===== src/rtl/axis_pkt_rr_sched.sv =====
`default_nettype none
// ============================================================================
// axis_pkt_rr_sched : packet-level round-robin grant for an AXI-stream FIFO mux
// Revision 1.0
// ============================================================================
module axis_pkt_rr_sched #(
  parameter int NUM_CH    = 4,
  parameter int MAX_BEATS = 1024,
  parameter int CNT_W     = 16
) (
  input  logic              clk,
  input  logic              rst_n,
  input  logic              en,
  input  logic [NUM_CH-1:0] ch_req,
  input  logic              axis_out_tvalid,
  input  logic              axis_out_tlast,
  input  logic              axis_down_tready,
  output logic [7:0]        bus_sel,
  output logic [NUM_CH-1:0] ch_tready,
  output logic              busy,
  output logic              pkt_done,
  output logic              timeout,
  output logic [CNT_W-1:0]  pkt_cnt
);

  localparam int IDX_W = (NUM_CH > 1) ? $clog2(NUM_CH) : 1;
  localparam int BC_W  = $clog2(MAX_BEATS);
  localparam logic [BC_W-1:0]  BEAT_LAST = BC_W'(MAX_BEATS - 1);
  localparam logic [IDX_W-1:0] IDX_LAST  = IDX_W'(NUM_CH - 1);

  typedef enum logic [0:0] {
    S_IDLE = 1'b0,
    S_XFER = 1'b1
  } state_t;

  state_t           state_q, state_d;
  logic [IDX_W-1:0] cur_idx_q, cur_idx_d;
  logic [IDX_W-1:0] last_idx_q, last_idx_d;
  logic [BC_W-1:0]  beat_cnt_q, beat_cnt_d;
  logic [7:0]       bus_sel_q, bus_sel_d;
  logic             busy_q, busy_d;
  logic             pkt_done_q, pkt_done_d;
  logic             timeout_q, timeout_d;
  logic [CNT_W-1:0] pkt_cnt_q, pkt_cnt_d;

  logic [NUM_CH-1:0] w_hi_req;
  logic [NUM_CH-1:0] w_hi_first;
  logic [NUM_CH-1:0] w_lo_first;
  logic [NUM_CH-1:0] w_onehot;
  logic [NUM_CH-1:0] w_col [IDX_W];
  logic [IDX_W-1:0]  w_pick_idx;
  logic              w_pick_vld;
  logic              w_beat;

  // Requests above the last winner take priority; otherwise wrap to the lowest.
  for (genvar i = 0; i < NUM_CH; i++) begin : g_rr
    localparam logic [31:0] IV = i;
    assign w_hi_req[i]   = ch_req[i] & (IDX_W'(i) > last_idx_q);
    assign w_hi_first[i] = w_hi_req[i] & ~|(w_hi_req & ~({NUM_CH{1'b1}} << i));
    assign w_lo_first[i] = ch_req[i] & ~|(ch_req & ~({NUM_CH{1'b1}} << i));
    assign w_onehot[i]   = (|w_hi_req) ? w_hi_first[i] : w_lo_first[i];
    for (genvar b = 0; b < IDX_W; b++) begin : g_col
      assign w_col[b][i] = w_onehot[i] & IV[b];
    end
    assign ch_tready[i] = (state_q == S_XFER) && (cur_idx_q == IDX_W'(i)) && axis_down_tready;
  end

  for (genvar b = 0; b < IDX_W; b++) begin : g_idx
    assign w_pick_idx[b] = |w_col[b];
  end

  assign w_pick_vld = |ch_req;
  assign w_beat     = (state_q == S_XFER) && axis_out_tvalid && axis_down_tready;

  always_comb begin
    state_d    = state_q;
    cur_idx_d  = cur_idx_q;
    last_idx_d = last_idx_q;
    beat_cnt_d = beat_cnt_q;
    bus_sel_d  = bus_sel_q;
    busy_d     = busy_q;
    pkt_done_d = 1'b0;
    timeout_d  = 1'b0;
    pkt_cnt_d  = pkt_cnt_q;
    case (state_q)
      S_IDLE: begin
        if (en && w_pick_vld) begin
          state_d    = S_XFER;
          cur_idx_d  = w_pick_idx;
          bus_sel_d  = 8'h80 | 8'(w_pick_idx);
          busy_d     = 1'b1;
          beat_cnt_d = '0;
        end
      end
      S_XFER: begin
        if (w_beat) begin
          if (axis_out_tlast) begin
            state_d    = S_IDLE;
            bus_sel_d  = 8'h00;
            busy_d     = 1'b0;
            pkt_done_d = 1'b1;
            pkt_cnt_d  = pkt_cnt_q + 1'b1;
            last_idx_d = cur_idx_q;
            beat_cnt_d = '0;
          end else if (beat_cnt_q == BEAT_LAST) begin
            // Watchdog abort: grant released without counting a packet.
            state_d    = S_IDLE;
            bus_sel_d  = 8'h00;
            busy_d     = 1'b0;
            timeout_d  = 1'b1;
            last_idx_d = cur_idx_q;
            beat_cnt_d = '0;
          end else begin
            beat_cnt_d = beat_cnt_q + 1'b1;
          end
        end
      end
      default: state_d = S_IDLE;
    endcase
  end

  always_ff @(posedge clk or negedge rst_n) begin
    if (!rst_n) begin
      state_q    <= S_IDLE;
      cur_idx_q  <= '0;
      last_idx_q <= IDX_LAST;
      beat_cnt_q <= '0;
      bus_sel_q  <= 8'h00;
      busy_q     <= 1'b0;
      pkt_done_q <= 1'b0;
      timeout_q  <= 1'b0;
      pkt_cnt_q  <= '0;
    end else begin
      state_q    <= state_d;
      cur_idx_q  <= cur_idx_d;
      last_idx_q <= last_idx_d;
      beat_cnt_q <= beat_cnt_d;
      bus_sel_q  <= bus_sel_d;
      busy_q     <= busy_d;
      pkt_done_q <= pkt_done_d;
      timeout_q  <= timeout_d;
      pkt_cnt_q  <= pkt_cnt_d;
    end
  end

  assign bus_sel  = bus_sel_q;
  assign busy     = busy_q;
  assign pkt_done = pkt_done_q;
  assign timeout  = timeout_q;
  assign pkt_cnt  = pkt_cnt_q;

endmodule
`default_nettype wire

===== config.mk =====
export PLATFORM = sky130hd
export DESIGN_NAME = axis_pkt_rr_sched
export DESIGN_NICKNAME = d
export VERILOG_FILES = /design/src/rtl/axis_pkt_rr_sched.sv
export SDC_FILE = /design/constraint.sdc
export NUM_CORES = 1
export LEC_CHECK = 0
export CORE_MARGIN = 2
export CORE_UTILIZATION = 45
export CTS_CLUSTER_DIAMETER = 80
export DETAILED_ROUTE_END_ITERATION = 7
export GPL_TIMING_DRIVEN = 1
export PLACE_DENSITY = 0.76
export SETUP_SLACK_MARGIN = 0.1
export SYNTH_ARGS = -nofsm -noshare
export SYNTH_HDL_FRONTEND = slang
export SYNTH_SLANG_ARGS = --single-unit

===== constraint.sdc =====
create_clock -name clk -period 1.5 [get_ports clk]
set_clock_uncertainty 0.05 [all_clocks]
set_input_delay 0.3 -clock clk [delete_from_list [all_inputs] [get_ports clk]]
set_output_delay 0.3 -clock clk [all_outputs]
set_load 0.02 [all_outputs]

; Word level (Yosys, flattened, before mapping)
; Cells that the tools add are included.
[totals]
word_cells = 97
in_bits = 10
reg_bits = 42
output_inout_bits = 31
[classes]
n_bitwise = 11
eq_ne = 7
magnitude_cmp = 4
muxes = 32
reduce_logical = 32
addsub = 2
[ops]
columns = cell, n
row1 = $mux 10, 4
row2 = $mux 8, 4
row3 = $pmux 10 s2, 1
row4 = $mux 1, 18
row5 = $add 16x1->16 const B, 1
row6 = $pmux 8 s2, 1
row7 = $logic_and 1x1->1, 11
row8 = $add 10x1->10 const B, 1
row9 = $and 1x1->1, 10
row10 = $eq 10x10->1 const B, 1
row11 = $reduce_and 3->1, 3
row12 = $reduce_or 2->1, 4
row13 = $reduce_or 4->1, 2
row14 = $logic_not 1->1, 6
row15 = $reduce_or 3->1, 2
row16 = $eq 2x2->1 const B, 2
row17 = $gt 1x2->1 const A, 2
row18 = $gt 2x2->1 const A, 2
row19 = $mux 2, 2
row20 = $pmux 1 s2, 2
row21 = $reduce_and 2->1, 2
row22 = $ne 3x2->1 const B, 1
row23 = $eq 2x1->1 const B, 1
row24 = $logic_not 2->1, 1
row25 = other kinds (4), 4

; Logic depth before layout (Yosys ltp)
[logic_depth]
ltp_word = 9
mapped_depth = 6
ltp_nobuf = 5

; Worst setup path after synthesis
; No wires, ideal clock.
[synth_timing]
kind = reg2reg
startpoint = register pkt_cnt_q[0], in the netlist pkt_cnt[0]
endpoint = register pkt_cnt_q[12], in the netlist pkt_cnt[12]
required_time_ps = 1320
arrival_time_ps = 1426
setup_time_ps = 130
stages_incl_launch_ff = 6
path_slack_ps = -106
path_buffers = 0
path_cell_list = dfrtp_1 -> ha_1 -> nand2_1 -> nor4_1 -> nand4_1 -> xnor2_1
[synth_between]
elab_chain_cells = 1
[synth_lines]
columns = element, line_no
row1 = start: declaration, 44  ; logic [CNT_W-1:0] pkt_cnt_q, pkt_cnt_d;
row2 = start signal: assignment, 142  ; pkt_cnt_q <= pkt_cnt_d;
row3 = $add 16x1->16, 102  ; pkt_cnt_d = pkt_cnt_q + 1'b1;
; No other way between the ends.
; A chain may end at the register's enable or synchronous reset.

; Worst setup path in the final report
[layout_timing]
startpoint = register state_q
endpoint = register beat_cnt_q[4]
[layout_between]
elab_chain_cells = 4
word_cells_on_any_way = 7
cone_classes = eq/ne: 2 / mux: 1 / bitwise: 1 / reduce/logical: 3
[layout_lines]
columns = element, line_no
row1 = start: declaration, 36  ; state_t state_q, state_d;
row2 = start signal: assignment, 134  ; state_q <= state_d;
row3 = $logic_and 1x1->1 (2 in a row), 73  ; assign w_beat = (state_q == S_XFER) && axis_out_tvalid && axis_down_tready;
row4 = $ne 2x1->1 (no source line), n/a
row5 = $reduce_and 2->1 (no source line), n/a
row6 = end signal: assignment, 137  ; beat_cnt_q <= beat_cnt_d;
row7 = end: declaration, 39  ; logic [BC_W-1:0] beat_cnt_q, beat_cnt_d;
; Parallel ways exist; a longest one is shown, timed or not.

==> flow_summary.yaml <==
floorplan:
  die_x_um: 67.1
  dieArea_um2: 4500
  die_h_um: 67.1
  pin_count: 41
  initial_core_util_pct: 47.9
  rows: 22
  core-area_um2: 3740
critical_path:
  cp-start-kind: "register"
  crit_required_ns: 1.67
  worstSetupPathType: "reg -> reg"
  endpoint_kind: "register"
  arrival_ns: 1.82
  cp_max_fo: 5
status:
  violations: "negative setup slack"
  status: "complete, but fails checks"
drt:
  avgRoutedWirePerCell_um: 20.4
  ant_nets: 0
  via_count: 1836
  drc: 0
  drt-initial-drc-count: 182
  first_pass_iters: 4
  via_per_inst: 5.87
  drt_wl_total_mm: 6.37
logic_synthesis:
  synthTopCellsByArea: "dfrtp_1, xnor2_1, nand2_1"
  synth_top_area_cell: "dfrtp_1"
  synth.cell_area_um2: 1790
  ys_seq_elements: 36
  synth_top_area_share_pct: 47.5
  ys_seq_area_share_pct: 50.4
  avgSynthCellArea_um2: 10.4
  synth_cell_types: 44
  yosysWarnings: 0
  synth_cells: 172
pwr:
  ir_drop_mv: 0.923
  switching_share_pct: 37.0
  clockPowerShare_pct: 18.1
  power.leakage_nw: 1.43
  seqPwrFrac_pct: 36.2
  combPwrFrac_pct: 45.6
  p_per_area_nw_per_um2: 1290
  p_int_mw: 2.49
  p_sw_mw: 1.46
clocking:
  htree_levels: 2
  cts_buffers: 5
  clk_pin_slew_worst_paths_ns: 0.08
  cts_root_buf: "clkbuf_8"
  cts.path.max_buffers: 2
  numClockSinks: 36
  worstSkewPairLatency_ns: 0.29
  cts_tree: "yes"
placement:
  gp_congestion: 0.837
  hpwlAfterDp_mm: 3.15
  io_buffers: 35
  place_ws_ns: -0.591
final_layout:
  areaGrowthSynthToFinish_pct: 70.6
  drive_above_1_share_pct: 55.1
  insertedDiodeCount: 0
  fin_nets: 276
sta:
  period_needed_ns: 1.66
  grt_setup_unrepaired: "yes"
  max_freq_mhz: 604
  setup_viol: 25
  period_share_pct: 110
  setup_tns_ns: -2.12
  fin_ws_ns: -0.155
  finalHoldViolations: 0
  finalMaxSlewViolations: 0
global_routing:
  grt_use_total_pct: 26.1
  grt_pass1_vias: 1800
  antenna_found_initial: 0
  grt_max_degree: 37
  grt_pass1_wl_mm: 8.61
  grt_remaining_overflow: 0
job:
  cap_violations: 0
min_path:
  min_path_type: "in -> async"
[placed cells by master, fill, tap and decap left out, drive strengths merged, types with 4 or more instances in the layout]
master / count
nand4: 8
and4: 4
buf: 61
a21o: 4
dlygate4sd2: 8
clkdlybuf4s15: 10
a21oi: 8
dfrtp: 34
inv: 6
o21ai: 6
nand2: 16
and3: 4
xnor2: 10
clkbuf: 16
xor2: 6
nor2: 8
or4: 4
conb: 5
nand3: 10
[metal layers]
metal	up-vias	share of wire, %	track usage, %
met1	890	36	29.9
met5	-	0	0
li1	800	-	-
met4	0	5.4	11.0
met2	108	51	45.9
met3	38	7.3	6.59
[synthesized netlist by cell type, drive strengths merged]
| cell type | number |
|---|---|
| or4 | 4 |
| a211oi | 1 |
| and2 | 1 |
| dfstp | 2 |
| o22ai | 2 |
| dfrtp | 34 |
| a21o | 4 |
| xnor2 | 10 |
| and4 | 4 |
| or3 | 3 |
| conb | 1 |
| nor2b | 3 |
| xor2 | 6 |
| a31oi | 1 |
| nand4 | 8 |
| o41ai | 1 |
| o21a | 1 |
| mux2 | 2 |
| o31a | 1 |
| buf | 8 |
| and3 | 4 |
| nand3 | 10 |
| ha | 2 |
| nor2 | 8 |
| or2 | 1 |
| o31ai | 3 |
| nor4 | 2 |
| nor3b | 2 |
| a32oi | 1 |
| nor3 | 3 |
| nand2 | 16 |
| o21ai | 6 |
| o2bb2ai | 1 |
| a21oi | 8 |
| a31o | 2 |
| inv | 6 |
[registers in the layout (all words and copies together), names as in the netlist]
| name | flops |
|---|---|
| bus_sel | 3 |
| pkt_done | 1 |
| timeout | 1 |
| beat_cnt_q | 10 |
| state_q | 1 |
| last_idx_q | 2 |
| cur_idx_q | 2 |
| pkt_cnt | 16 |
[power groups by stage]
| stage | registers (mW) | clock network, mW | logic (mW) |
|---|---|---|---|
| after floorplan | 1.47 | 0 | 0.591 |
| after global placement | 1.37 | 0 | 1.22 |
| after detailed placement | 1.39 | 0 | 1.27 |
| after CTS | 1.39 | 0.717 | 1.53 |
| after global routing | 1.47 | 0.791 | 1.89 |
| final | 1.43 | 0.716 | 1.81 |
[cell type report]
| type | count | area, µm² |
|---|---|---|
| tap | 48 | 60.1 |
| fill | 210 | 687 |
| inverter | 6 | 25.0 |
| timing repair buffer | 89 | 805 |
| clock buffer | 8 | 90.1 |
| multi-input combinational | 126 | 1160 |
| sequential | 36 | 912 |
[cell families after synthesis]
family | share of synthesized area (%)
xor+xnor | 7.82
other cells | 0.209
mux | 1.26
simple gates | 21.7
compound gates | 12.5
flops | 50.4
fa+ha+maj | 1.40
buf+inv | 4.68
[path summary, 6_finish.rpt]
path	start	endpoint	slack, ns	depth (start not counted)
max reg2reg	state_q$_DFF_PN0_	beat_cnt_q[4]$_DFFE_PN0P_	-0.16	7
min in group clk	pkt_cnt[15]$_DFFE_PN0P_	pkt_cnt[15]$_DFFE_PN0P_	0.42	1
min	rst_n	beat_cnt_q[6]$_DFFE_PN0P_	0.33	2
min reg2reg	pkt_cnt[15]$_DFFE_PN0P_	pkt_cnt[15]$_DFFE_PN0P_	0.42	1
max in group asynchronous	rst_n	last_idx_q[0]$_DFFE_PN1P_	0.81	2
max	state_q$_DFF_PN0_	beat_cnt_q[4]$_DFFE_PN0P_	-0.16	7
[critical path, stage by stage (launching register included)]
cell,delay (ns)
dfrtp_1,0.39
buf_6,0.15
and3_4,0.21
a21oi_4,0.04
buf_12,0.14
buf_12,0.12
or3_4,0.36
a21oi_2,0.12
[per-stage QoR]
| stage | std cells | total power, mW | instance area, µm² | hold WS [ns] | util, % |
|---|---|---|---|---|---|
| final | 313 | 3.95 | 3060 | 0.325 | 81.7 |
| after global routing | 313 | 4.15 | 3060 | 0.339 | 81.7 |
| after CTS | 305 | 3.63 | 2830 | 0.343 | 75.5 |
| after detailed placement | 280 | 2.66 | 2480 | 0.417 | 66.2 |
| after global placement | 280 | 2.60 | 2480 | 0.412 | 66.2 |
| after floorplan | 176 | 2.06 | 1890 | -0.0456 | - |
[repair_timing]
action,4_1_cts,5_1_grt
buffers inserted,18,8
resized for setup,100,60
cloned,0,0
hold buffers,0,0
endpoints found under the setup margin,58,49
pin swaps,21,24
(Power assumes the default switching activity.)
